## config.mk

```make
export PLATFORM = sky130hd
export DESIGN_NAME = instruction_sequencer
export DESIGN_NICKNAME = d
export VERILOG_FILES = /design/src/rtl/instruction_sequencer.sv
export SDC_FILE = /design/constraint.sdc
export NUM_CORES = 1
export LEC_CHECK = 0
export BUFFER_PORTS_ARGS = -buffer_cell sky130_fd_sc_hd__buf_2
export CAP_MARGIN = 5
export CORE_AREA = 2 2 84 86
export DETAILED_ROUTE_END_ITERATION = 16
export DIE_AREA = 0 0 86 88
export MAX_ROUTING_LAYER = met4
export PLACE_DENSITY_LB_ADDON = 0.12
export REMOVE_ABC_BUFFERS = 1
export SLEW_MARGIN = 20
export SYNTH_ARGS = -nofsm -noshare
export SYNTH_HDL_FRONTEND = slang
export SYNTH_SLANG_ARGS = --single-unit
```

## constraint.sdc

```tcl
create_clock -name Clock -period 2.19 [get_ports Clock]
set_input_delay 0.1095 -clock Clock [delete_from_list [all_inputs] [get_ports Clock]]
set_output_delay 0.1095 -clock Clock [all_outputs]
set_load 0.01 [all_outputs]
```

## src/rtl/instruction_sequencer.sv

```systemverilog
`timescale 1ns/1ps
// Front end for the combinational controller: an instruction FIFO feeding the
// instruction register, plus the 2-bit timestep counter and retire bookkeeping.
module instruction_sequencer #(
  parameter int WIDTH = 10,
  parameter int DEPTH = 4
) (
  input  logic                     Clock,
  input  logic                     ResetN,
  input  logic [WIDTH-1:0]         InstrIn,
  input  logic                     InstrValid,
  output logic                     InstrReady,
  input  logic                     ResetTimestepReq,
  input  logic                     Stall,
  input  logic                     Flush,
  output logic [WIDTH-1:0]         InstrReg,
  output logic [1:0]               Timestep,
  output logic                     Busy,
  output logic                     Done,
  output logic [$clog2(DEPTH):0]   Occupancy,
  output logic [15:0]              RetiredCount
);
  localparam int AW = $clog2(DEPTH);
  localparam logic [AW:0] FULL = DEPTH[AW:0];
  localparam logic [AW:0] ONE  = {{AW{1'b0}}, 1'b1};

  typedef enum logic {IDLE, EXEC} state_t;
  state_t state;

  logic [WIDTH-1:0] mem [DEPTH];
  logic [AW-1:0]    rd_ptr, wr_ptr;
  logic             has_entry, retire, push, pop;

  assign has_entry  = (Occupancy != '0);
  assign InstrReady = !Flush && (Occupancy < FULL);
  assign push       = InstrValid && InstrReady;
  assign retire     = (state == EXEC) && !Stall && !Flush &&
                      (ResetTimestepReq || Timestep == 2'd3);
  // A pop is always paired with an IR load: either leaving IDLE or chaining on retire.
  assign pop        = !Flush && has_entry && ((state == IDLE) || retire);

  always_ff @(posedge Clock) begin
    if (push) mem[wr_ptr] <= InstrIn;
  end

  always_ff @(posedge Clock or negedge ResetN) begin
    if (!ResetN) begin
      rd_ptr    <= '0;
      wr_ptr    <= '0;
      Occupancy <= '0;
    end else if (Flush) begin
      rd_ptr    <= '0;
      wr_ptr    <= '0;
      Occupancy <= '0;
    end else begin
      if (push) wr_ptr <= wr_ptr + 1'b1;
      if (pop)  rd_ptr <= rd_ptr + 1'b1;
      case ({push, pop})
        2'b10:   Occupancy <= Occupancy + ONE;
        2'b01:   Occupancy <= Occupancy - ONE;
        default: Occupancy <= Occupancy;
      endcase
    end
  end

  always_ff @(posedge Clock or negedge ResetN) begin
    if (!ResetN) begin
      state        <= IDLE;
      Busy         <= 1'b0;
      Done         <= 1'b0;
      Timestep     <= 2'd0;
      InstrReg     <= '0;
      RetiredCount <= 16'd0;
    end else begin
      Done <= 1'b0;
      if (Flush) begin
        state    <= IDLE;
        Busy     <= 1'b0;
        Timestep <= 2'd0;
      end else begin
        case (state)
          IDLE: begin
            if (has_entry) begin
              InstrReg <= mem[rd_ptr];
              Timestep <= 2'd0;
              state    <= EXEC;
              Busy     <= 1'b1;
            end
          end
          EXEC: begin
            if (retire) begin
              Done         <= 1'b1;
              RetiredCount <= RetiredCount + 16'd1;
              Timestep     <= 2'd0;
              if (has_entry) begin
                InstrReg <= mem[rd_ptr];
              end else begin
                state <= IDLE;
                Busy  <= 1'b0;
              end
            end else if (!Stall) begin
              Timestep <= Timestep + 2'd1;
            end
          end
          default: begin
            state <= IDLE;
            Busy  <= 1'b0;
          end
        endcase
      end
    end
  end
endmodule
```

## Word-level counts from Yosys, hierarchy flattened

Memory sizes are Yosys's and may differ from the RTL's.
Cells that the tools add are included.

| word-level totals | value |
|---|---|
| input bits | 16 |
| memory bits (writable) | 40 |
| memories | 1 |
| flip-flop bits (word level) | 38 |

Memories:

| memory | words | bits a word | read ports | clocked after Yosys merged registers in | write ports | line | text |
|---|---|---|---|---|---|---|---|
| mem | 4 | 10 | 1 | 0 | 1 | 30 | `logic [WIDTH-1:0] mem [DEPTH];` |

| operators by class | value |
|---|---|
| add/sub/neg operators | 6 |
| magnitude comparators | 1 |
| equal/unequal tests | 8 |
| reductions and logical operators | 19 |
| bitwise operators | 2 |
| mux-type cells | 28 |

Operators by type and width:

| operator | number |
|---|---|
| two-way mux 10 bit | 2 |
| one-hot mux 10 bit (2 select lines) | 1 |
| adder 16 x 1 -> 16 bit (second input constant) | 1 |
| two-way mux 2 bit | 8 |
| two-way mux 1 bit | 12 |
| logical AND 1 bit | 7 |
| adder 2 x 1 -> 2 bit (second input constant) | 3 |
| inequality test 3 bit (second input constant) | 2 |
| one-hot mux 3 bit (2 select lines) | 1 |
| AND reduction 3 bit | 2 |
| nonzero test 3 bit | 2 |
| == test 2 bit (second input constant) | 2 |
| inequality test 4 x 3 -> 1 bit (second input constant) | 1 |
| one-hot mux 1 bit (2 select lines) | 2 |
| one-hot mux 2 bit (2 select lines) | 1 |
| AND reduction 2 bit | 2 |
| nonzero test 2 bit | 2 |
| adder 3 x 1 -> 3 bit (second input constant) | 1 |
| < comparator 3 bit (second input constant) | 1 |
| two-way mux 3 bit | 1 |
| inequality test 3 x 2 -> 1 bit (second input constant) | 1 |
| subtractor 3 x 1 -> 3 bit (second input constant) | 1 |
| == test 2 x 1 -> 1 bit (second input constant) | 1 |
| zero test 1 bit | 2 |
| other kinds (3) | 5 |

## Logic depth before layout (Yosys ltp)

Gate-level depths: netlist of the first run.

| logic depth | value |
|---|---|
| depth in word-level cells | 9 |
| mapped depth | 10 |
| gate-level depth less buffers | 9 |

## Worst setup path after synthesis of the first run

OpenSTA, ideal clock, no wires.

| timing | value |
|---|---|
| path type | reg2reg |
| from | register Timestep[0] |
| to | register Occupancy[2] |
| setup slack | -0.174 ns |
| clock period less this slack | 2.364 ns |
| cell stages (with the launch flop) | 11 |
| data arrival time | 2.227 ns |
| buffers on the path | 1 |
| setup time | 0.136 ns |
| required time | 2.054 ns |
| cells stage by stage | dfrtp_1 -> ha_1 -> o21bai_4 -> a21oi_2 -> and2b_4 -> buf_8 -> a21boi_1 -> fa_1 -> a21o_1 -> a22oi_1 -> a21oi_1 |

| on the way | value |
|---|---|
| longest elaborated chain between the ends | 8 |
| elaborated cells between the ends (all ways) | 10 |
| classes of those cells | eq/ne: 3; mux: 2; reduce/logical: 5 |

RTL lines:

| what | line | text |
|---|---|---|
| start, declared | 17 | `output logic [1:0] Timestep,` |
| start signal, assigned | 102 | `Timestep <= Timestep + 2'd1;` |
| == test 2 bit (*) | 38 | `(ResetTimestepReq \|\| Timestep == 2'd3);` |
| logical OR 1 bit (*) | 38 |  |
| logical AND 1 bit (*) | 37 | `assign retire = (state == EXEC) && !Stall && !Flush &&` |
| logical OR 1 bit (*) | 40 | `assign pop = !Flush && has_entry && ((state == IDLE) \|\| retire);` |
| logical AND 1 bit (*) | 40 |  |
| == test 2 x 1 -> 1 bit or == test 2 bit (tied branches) | 58 | `case ({push, pop})` |
| one-hot mux 3 bit (2 select lines) | 58 |  |
| two-way mux 3 bit | 51 | `end else if (Flush) begin` |
| end signal, assigned | 59 | `2'b10: Occupancy <= Occupancy + ONE;` |
| end signal, assigned | 60 | `2'b01: Occupancy <= Occupancy - ONE;` |
| end signal, assigned | 61 | `default: Occupancy <= Occupancy;` |
| end, declared | 20 | `output logic [$clog2(DEPTH):0] Occupancy,` |

Every way passes the cells marked *; elsewhere a longest branch is shown, timed or not.
A chain may end at the register's enable or synchronous reset.

## Worst setup path in the final report of the first run

Ends and elaborated chain as after synthesis.

==> results of run 1 <==
-- where the power goes --
part	internal, W	total, W	switching [W]
clock	0.000609	0.00110	0.000492
combinational	0.000659	0.00122	0.000563
sequential	0.00177	0.00193	0.000158
total	0.00304	0.00425	0.00121
-- sequential cells by signal (all words and copies together), names as in the netlist --
register,cells
Occupancy,3
Busy,1
state,1
Timestep,2
RetiredCount,16
Done,1
rd_ptr,2
wr_ptr,2
InstrReg,10
mem,40
-- cells by family after synthesis --
group / Yosys count / synth area share, %
muxes: 23 / 12.2
and+or+nand+nor: 53 / 10.4
xor gates and xnor gates: 19 / 5.01
DFF: 78 / 64.8
AOI/OAI and AO/OA: 14 / 3.01
buffers and inverters: 10 / 1.84
adders and majority gates: 7 / 2.86
-- cells in the mapped netlist, drive strengths merged, types with 2 or more instances --
library cell / instances
xnor2: 14
nand3b: 2
dfrtp: 38
a21oi: 6
edfxtp: 40
nand3: 2
mux2: 12
nor2: 11
nor4: 3
nor3: 3
nand4: 8
ha: 6
a211oi: 2
mux4: 10
nand2b: 2
inv: 3
xor2: 5
nor2b: 2
and3: 8
o21ai: 2
clkbuf: 3
buf: 4
nand2: 7
-- worst max path at each step --
stage	slack, ps	endpoint	start
2_1_floorplan	-240	Occupancy[2]	Timestep[0]
3_3_place_gp	120	Occupancy[2]	Timestep[0]
3_5_place_dp	60	Occupancy[2]	Timestep[0]
4_1_cts	30	Occupancy[2]	Timestep[0]
5_1_grt	10	Occupancy[2]	Timestep[0]
6_report	110	Occupancy[2]	Timestep[0]
-- critical path: cells and delay by family (launching register included) --
| family | cells | cell delay [ps] |
|---|---|---|
| fa+ha+maj | 2 | 610 |
| compound gates | 6 | 770 |
| flops | 1 | 410 |
| simple gates | 1 | 170 |
-- metal layers --
| layer | vias up | share of wire [%] | GRT usage, % | routed length [µm] |
|---|---|---|---|---|
| li1 | 902 | - | - | - |
| met1 | 926 | 46 | 22.8 | 2690 |
| met2 | 33 | 49 | 26.4 | 2860 |
| met3 | 6 | 3.0 | 3.96 | 175 |
| met4 | 0 | 1.6 | 7.36 | 92 |
| met5 | - | 0 | - | 0 |
-- cell type report --
type | instances | area, µm²
Clock buffer | 14 | 205
Clock inverter | 2 | 10.0
Timing Repair Buffer | 69 | 420
Multi-Input combinational cell | 116 | 1110
Fill cell | 519 | 2630
Inverter | 3 | 11.3
Sequential cell | 78 | 2150
Tap cell | 80 | 100
-- stage by stage --
stage | hold WS (ps) | cells | worst slack [ps] | cell area (µm²)
floorplan | -186 | 197 | -241 | 3270
global placement | 291 | 336 | 124 | 3690
detailed placement | 296 | 336 | 57.4 | 3690
CTS | 2.40 | 361 | 31.3 | 4000
global route | 11.7 | 362 | 13.1 | 4010
finish | 10.2 | 362 | 109 | 4010
-- what timing repair did --
action,in CTS,in global routing
hold buffers,9,1
setup endpoints to repair,0,1
hold endpoints to repair,70,1
gates resized for setup,0,1
==> impl_results.html, run 1 <==
<table>
<tr><th>Metric</th><th>Value</th></tr>
<tr><th colspan="2">Status</th></tr>
<tr><td>Run status</td><td>finished clean</td></tr>
<tr><th colspan="2">STA</th></tr>
<tr><td>Final slew viol count</td><td>0</td></tr>
<tr><td>Count of endpoints failing hold in the final timing report</td><td>0</td></tr>
<tr><td>Pin slew with the least headroom to its limit</td><td>876 ps</td></tr>
<tr><td>Unrepaired setup endpoints after global routing</td><td>no</td></tr>
<tr><td>Peak clock frequency supported by timing</td><td>roughly 480 MHz</td></tr>
<tr><td>Normalized max-slew margin</td><td>41.6%</td></tr>
<tr><td>Worst clock skew on the final layout</td><td>10.6 ps</td></tr>
<tr><td>Final worst path period share</td><td>between 90% and 100%</td></tr>
<tr><td>Total negative slack for setup checks</td><td>0 ps</td></tr>
<tr><td>Final critical delay including setup and external delays</td><td>2080 ps</td></tr>
<tr><td>Setup-violating endpoint count in the final report</td><td>0</td></tr>
<tr><th colspan="2">Route</th></tr>
<tr><td>DRC Markers</td><td>0</td></tr>
<tr><td>Via density</td><td>5.16</td></tr>
<tr><td>Starting DRC count in detailed routing</td><td>54</td></tr>
<tr><td>Number of iterations in the first detailed-routing pass</td><td>4</td></tr>
<tr><td>Mean routed wirelength per cell</td><td>between 15 and 20 µm</td></tr>
<tr><td>Routed Wire Length</td><td>~5800 µm</td></tr>
<tr><td>Routed vias</td><td>1867</td></tr>
<tr><td>Number of routed nets with antenna violations</td><td>0</td></tr>
<tr><th colspan="2">Critical path</th></tr>
<tr><td>Biggest cell delay along the critical path</td><td>410 ps</td></tr>
<tr><td>Worst r2r path cells</td><td>9</td></tr>
<tr><td>Slack of the worst reg-to-reg path</td><td>roughly 110 ps</td></tr>
<tr><td>Sequence of cells on the critical path</td><td>ha_1 &gt; o21bai_4 &gt; a21oi_2 &gt; and2b_4 &gt; a21boi_1 &gt; fa_2 &gt; a21o_1 &gt; a22oi_1 &gt; a21oi_1</td></tr>
<tr><td>Reg2reg start</td><td>Timestep[0]</td></tr>
<tr><td>Capture point of the worst reg-to-reg path</td><td>Occupancy[2]</td></tr>
<tr><td>Required arrival time at the worst endpoint</td><td>2410 ps</td></tr>
<tr><td>Arrival time of the worst setup path</td><td>2300 ps</td></tr>
<tr><td>Crit path kind</td><td>register to register</td></tr>
<tr><td>Kind of start point of the critical path</td><td>register</td></tr>
<tr><td>Sort of element at the end of the critical path</td><td>register</td></tr>
<tr><td>CP max FO</td><td>4</td></tr>
<tr><td>Slowest stage cell, crit path</td><td>sky130_fd_sc_hd__dfrtp_1</td></tr>
<tr><th colspan="2">Placed design</th></tr>
<tr><td>Placer congestion estimate</td><td>0.779</td></tr>
<tr><td>Buffers on Ports</td><td>49</td></tr>
<tr><td>HPWL after detailed placement</td><td>3910 µm</td></tr>
<tr><th colspan="2">Yosys</th></tr>
<tr><td>Ranking of synthesized cells by area</td><td>sky130_fd_sc_hd__edfxtp_1, sky130_fd_sc_hd__dfrtp_1, sky130_fd_sc_hd__mux4_2</td></tr>
<tr><td>Synthesis Warnings</td><td>0</td></tr>
<tr><td>Netlist area before placement</td><td>about 3300 µm²</td></tr>
<tr><td>Area leader, netlist</td><td>sky130_fd_sc_hd__edfxtp_1</td></tr>
<tr><td>Synthesized area per cell</td><td>between 15 and 20 µm²</td></tr>
<tr><td>Number of enable-type register cells in the synthesized netlist</td><td>40</td></tr>
<tr><td>Async SR Flop Fraction</td><td>between 40% and 50%</td></tr>
<tr><td>Mapped Cells</td><td>204</td></tr>
<tr><td>Sequential cell area fraction in the yosys report</td><td>64.8%</td></tr>
<tr><td>Number of distinct standard cells referenced by the synthesized netlist</td><td>43</td></tr>
<tr><td>Area share of the largest cell type after synthesis</td><td>36.1%</td></tr>
<tr><td>Top flip-flop cell by instance count after synthesis</td><td>sky130_fd_sc_hd__edfxtp_1</td></tr>
<tr><td>Number of synthesized register bits</td><td>a little under 80</td></tr>
<tr><th colspan="2">GRT</th></tr>
<tr><td>Vias in the first global route</td><td>1885</td></tr>
<tr><td>Wire length of the first global-routing pass</td><td>roughly 9400 µm</td></tr>
<tr><td>Total global-route track usage</td><td>17.4%</td></tr>
<tr><td>Antenna violations before repair</td><td>0</td></tr>
<tr><td>Total global routing overflow</td><td>0</td></tr>
<tr><td>Largest net degree at the start of global routing</td><td>39</td></tr>
<tr><th colspan="2">Pwr</th></tr>
<tr><td>Leakage component of the power</td><td>1.75 nW</td></tr>
<tr><td>VDD IR-drop max</td><td>0.628 mV</td></tr>
<tr><td>Power Total</td><td>0.00425 W</td></tr>
<tr><td>Pwr dens</td><td>1060 nW/µm²</td></tr>
<tr><th colspan="2">Floorplan</th></tr>
<tr><td>Number of rows created at floorplan</td><td>30</td></tr>
<tr><td>Count of boundary I/O pins</td><td>50</td></tr>
<tr><td>Core area</td><td>about 6600 µm²</td></tr>
<tr><td>Total Die Area</td><td>7570 µm²</td></tr>
<tr><td>Floorplan die height</td><td>88 µm</td></tr>
<tr><td>Initial core utilization</td><td>50.0%</td></tr>
<tr><td>Horizontal die dimension</td><td>86 µm</td></tr>
<tr><th colspan="2">Cells and area</th></tr>
<tr><td>Nets@finish</td><td>300</td></tr>
<tr><td>Synth-to-Final Area Change</td><td>20.7%</td></tr>
<tr><td>Total inserted antenna cells</td><td>0</td></tr>
<tr><td>Final standard cell utilization of the core</td><td>~60%</td></tr>
<tr><td>Most common cell after layout, fill and taps aside</td><td>sky130_fd_sc_hd__buf_2</td></tr>
<tr><td>Fraction of layout instances using a drive strength above 1</td><td>between 30 and 40%</td></tr>
<tr><td>Most used cells in the layout excluding fill and tap cells</td><td>sky130_fd_sc_hd__buf_2, sky130_fd_sc_hd__edfxtp_1, sky130_fd_sc_hd__dfrtp_1</td></tr>
<tr><th colspan="2">Clock tree</th></tr>
<tr><td>Clk Tree Root Cell</td><td>sky130_fd_sc_hd__clkbuf_8</td></tr>
<tr><td>Clock insertion delay at the later pin of the skew report</td><td>340 ps</td></tr>
<tr><td>Clock-pin transition on the worst setup and hold timing paths</td><td>80 ps</td></tr>
<tr><td>Setup bufs post-CTS</td><td>0</td></tr>
<tr><td># H-tree levels</td><td>3</td></tr>
<tr><td>Clock net sink count</td><td>~80</td></tr>
<tr><td>Number of buffers inserted during clock tree synthesis</td><td>9</td></tr>
<tr><td>Max clock buf depth</td><td>2</td></tr>
<tr><td>CTS tree</td><td>done</td></tr>
<tr><th colspan="2">Hold path</th></tr>
<tr><td>Count of cells along the worst hold path</td><td>1</td></tr>
<tr><td>Endpoint of the worst hold-timing path</td><td>mem[3][1]</td></tr>
<tr><td>Type of the most critical hold path</td><td>input port to register</td></tr>
<tr><td>Hold path startpoint</td><td>InstrIn[1]</td></tr>
<tr><th colspan="2">Run</th></tr>
<tr><td>Number of max-cap violations</td><td>0</td></tr>
</table>
Note: power is estimated with default switching activity, not from simulation.
==> run 2: changes to the inputs <==
CORE_AREA = 2 2 69 104   (was 2 2 84 86)
DIE_AREA = 0 0 71 106   (was 0 0 86 88)
==> run 2 against run 1 <==
- flip-flop and latch count unchanged
- combinational power increased by 3%
- final cell count increased by 1.4%
- die area decreased by 0.55%
- critical path type unchanged
- largest cell class unchanged
- largest power group unchanged
==> impl_results.html, run 2 (synthesized netlist as in run 1, its figures left out) <==
<table>
<tr><th>Metric</th><th>Value</th></tr>
<tr><th colspan="2">STA</th></tr>
<tr><td>Final critical delay including setup and external delays</td><td>2040 ps (-37.9 ps)</td></tr>
<tr><td>Peak clock frequency supported by timing</td><td>490 MHz (+1.9%)</td></tr>
<tr><td>Pin slew with the least headroom to its limit</td><td>880 ps (+4.15 ps)</td></tr>
<tr><td>Final worst path period share</td><td>93.3% (-1.7 points)</td></tr>
<tr><td>Total negative slack for setup checks</td><td>0 ps (unchanged)</td></tr>
<tr><td>Count of endpoints failing hold in the final timing report</td><td>0 (unchanged)</td></tr>
<tr><td>Setup-violating endpoint count in the final report</td><td>0 (unchanged)</td></tr>
<tr><td>Worst clock skew on the final layout</td><td>10.8 ps (+0.251 ps)</td></tr>
<tr><td>Normalized max-slew margin</td><td>41.3% (-0.28 points)</td></tr>
<tr><td>Final slew viol count</td><td>0 (unchanged)</td></tr>
<tr><td>Unrepaired setup endpoints after global routing</td><td>no</td></tr>
<tr><th colspan="2">Clock tree</th></tr>
<tr><td>Clock-pin transition on the worst setup and hold timing paths</td><td>80 ps (about the same)</td></tr>
<tr><td>Clk Tree Root Cell</td><td>sky130_fd_sc_hd__clkbuf_8</td></tr>
<tr><td>Clock insertion delay at the later pin of the skew report</td><td>350 ps (about the same)</td></tr>
<tr><td>CTS tree</td><td>done</td></tr>
<tr><td>Clock net sink count</td><td>78 (unchanged)</td></tr>
<tr><td>Max clock buf depth</td><td>2 (unchanged)</td></tr>
<tr><td>Number of buffers inserted during clock tree synthesis</td><td>9 (unchanged)</td></tr>
<tr><td># H-tree levels</td><td>3 (unchanged)</td></tr>
<tr><th colspan="2">Critical path</th></tr>
<tr><td>Crit path kind</td><td>register to register</td></tr>
<tr><td>CP max FO</td><td>3 (-1)</td></tr>
<tr><td>Kind of start point of the critical path</td><td>register</td></tr>
<tr><td>Arrival time of the worst setup path</td><td>2280 ps (-20 ps)</td></tr>
<tr><td>Worst r2r path cells</td><td>9 (unchanged)</td></tr>
<tr><td>Sort of element at the end of the critical path</td><td>register</td></tr>
<tr><td>Required arrival time at the worst endpoint</td><td>2430 ps (+20 ps)</td></tr>
<tr><th colspan="2">Floorplan</th></tr>
<tr><td>Floorplan die height</td><td>106 µm (+20%)</td></tr>
<tr><td>Count of boundary I/O pins</td><td>50 (unchanged)</td></tr>
<tr><td>Number of rows created at floorplan</td><td>37 (+23%)</td></tr>
<tr><td>Total Die Area</td><td>7530 µm² (-0.55%)</td></tr>
<tr><td>Core area</td><td>6710 µm² (+1.0%)</td></tr>
<tr><td>Initial core utilization</td><td>49.5% (-0.51 points)</td></tr>
<tr><td>Horizontal die dimension</td><td>71 µm (-17%)</td></tr>
<tr><th colspan="2">Cells and area</th></tr>
<tr><td>Flip-flop count of the largest register, all copies and words added</td><td>40 (unchanged)</td></tr>
<tr><td>Fraction of layout instances using a drive strength above 1</td><td>38.8% (+1.9 points)</td></tr>
<tr><td>Top flop regs</td><td>mem x40, RetiredCount x16, InstrReg x10</td></tr>
<tr><td>Most common cell after layout, fill and taps aside</td><td>sky130_fd_sc_hd__buf_2</td></tr>
<tr><td>Biggest register</td><td>mem</td></tr>
<tr><td>Synth-to-Final Area Change</td><td>22.0%</td></tr>
<tr><td>Most used cells in the layout excluding fill and tap cells</td><td>sky130_fd_sc_hd__buf_2, sky130_fd_sc_hd__edfxtp_1, sky130_fd_sc_hd__dfrtp_1</td></tr>
<tr><td>Total inserted antenna cells</td><td>0 (unchanged)</td></tr>
<tr><td>Nets@finish</td><td>307 (+2.3%)</td></tr>
<tr><td>Final cell count without fillers</td><td>367 (+1.4%)</td></tr>
<tr><th colspan="2">Pwr</th></tr>
<tr><td>VDD IR-drop max</td><td>0.647 mV (+3.1%)</td></tr>
<tr><td>Pwr dens</td><td>1050 nW/µm² (-1.2%)</td></tr>
<tr><td>Leakage component of the power</td><td>1.77 nW (+1.0%)</td></tr>
<tr><th colspan="2">GRT</th></tr>
<tr><td>Largest net degree at the start of global routing</td><td>39 (unchanged)</td></tr>
<tr><td>Vias in the first global route</td><td>2017 (+7.0%)</td></tr>
<tr><td>Wire length of the first global-routing pass</td><td>9470 µm (+0.51%)</td></tr>
<tr><td>Total global-route track usage</td><td>17.4% (-0.052 points)</td></tr>
<tr><td>Total global routing overflow</td><td>0 (unchanged)</td></tr>
<tr><td>Antenna violations before repair</td><td>0 (unchanged)</td></tr>
<tr><th colspan="2">Placed design</th></tr>
<tr><td>HPWL after detailed placement</td><td>3900 µm (-0.23%)</td></tr>
<tr><td>Placer congestion estimate</td><td>0.790 (+1.4%)</td></tr>
<tr><td>Buffers on Ports</td><td>49 (unchanged)</td></tr>
<tr><td>DP Cell Count</td><td>339 (+0.89%)</td></tr>
<tr><th colspan="2">Route</th></tr>
<tr><td>Routed Wire Length</td><td>5770 µm (-0.62%)</td></tr>
<tr><td>Number of iterations in the first detailed-routing pass</td><td>4 (unchanged)</td></tr>
<tr><td>Mean routed wirelength per cell</td><td>15.7 µm (-2.0%)</td></tr>
<tr><td>Number of routed nets with antenna violations</td><td>0 (unchanged)</td></tr>
<tr><td>Routed vias</td><td>1917 (+2.7%)</td></tr>
<tr><td>DRC Markers</td><td>0 (unchanged)</td></tr>
<tr><td>Starting DRC count in detailed routing</td><td>74 (+37%)</td></tr>
<tr><td>Via density</td><td>5.22 (+1.3%)</td></tr>
<tr><th colspan="2">Status</th></tr>
<tr><td>Run status</td><td>finished clean</td></tr>
<tr><th colspan="2">Run</th></tr>
<tr><td>Number of max-cap violations</td><td>0 (unchanged)</td></tr>
<tr><th colspan="2">Hold path</th></tr>
<tr><td>Count of cells along the worst hold path</td><td>3 (+2)</td></tr>
<tr><td>Type of the most critical hold path</td><td>input port to register</td></tr>
</table>
-- run 2: area by class of cell --
| class | count | area (µm²) |
|---|---|---|
| clock buffers | 9 | 124 |
| clock inverters | 7 | 75.1 |
| fillers | 524 | 2660 |
| inverters | 3 | 11.3 |
| multi-input cells | 116 | 1120 |
| flip-flops and latches | 78 | 2150 |
| well taps | 78 | 97.6 |
| repair buffers | 76 | 475 |
-- run 2: worst max-delay path, cell delays in order, from the launching register on --
cell and delay (ps):
sky130_fd_sc_hd__dfrtp_1 390, sky130_fd_sc_hd__ha_1 220, sky130_fd_sc_hd__o21bai_4 140, sky130_fd_sc_hd__a21oi_2 80, sky130_fd_sc_hd__and2b_4 180, sky130_fd_sc_hd__a21boi_1 130
sky130_fd_sc_hd__fa_2 370, sky130_fd_sc_hd__a21o_1 170, sky130_fd_sc_hd__a22oi_1 170, sky130_fd_sc_hd__a21oi_1 80
-- run 2: worst paths after layout --
check                                  from          endpoint  slack (ps)
min in group asynchronous            ResetN  RetiredCount[10]         420
setup reg to reg                Timestep[0]      Occupancy[2]         150
hold / removal                   InstrValid      Occupancy[2]          90
max in group asynchronous            ResetN       InstrReg[6]        1210
hold reg to reg            RetiredCount[15]  RetiredCount[15]         470
setup / recovery                Timestep[0]      Occupancy[2]         150
-- run 2: layer usage --
metal	vias to the layer above	routed length [µm]	share of wire [%]	global-route usage [%]
li1	915	-	-	-
met1	957	2350	41	18.8
met2	38	3140	54	30.0
met3	7	166	2.9	2.65
met4	0	124	2.1	9.97
met5	-	0	0	-
-- run 2: power breakdown --
part | leakage [nW] | internal, W | total [W] | switching, W
registers | 0.862 | 0.00177 | 0.00193 | 0.000155
logic | 0.818 | 0.000681 | 0.00126 | 0.000579
clock network | 0.0914 | 0.000527 | 0.00106 | 0.000531
-- run 2: stage by stage --
| step | power [W] | cell area [µm²] | util, % | hold slack, ps | worst slack [ps] |
|---|---|---|---|---|---|
| finish | 0.00424 | 4050 | 60.4 | 87.4 | 147 |
| global route | 0.00448 | 4050 | 60.4 | 99.7 | 21.3 |
| CTS | 0.00430 | 4040 | 60.1 | 65.2 | 71.4 |
| detailed placement | 0.00322 | 3730 | 55.5 | 281 | 88.0 |
| global placement | 0.00320 | 3730 | 55.5 | 285 | 122 |
| floorplan | 0.00274 | 3270 | - | -186 | -241 |
-- run 2: timing repair --
| action | CTS | global route |
|---|---|---|
| buffers inserted | 0 | 1 |
| hold buffers | 11 | 0 |
| hold endpoints to repair | 78 | 0 |
| resized for setup | 0 | 2 |
| endpoints found under the setup margin | 0 | 1 |
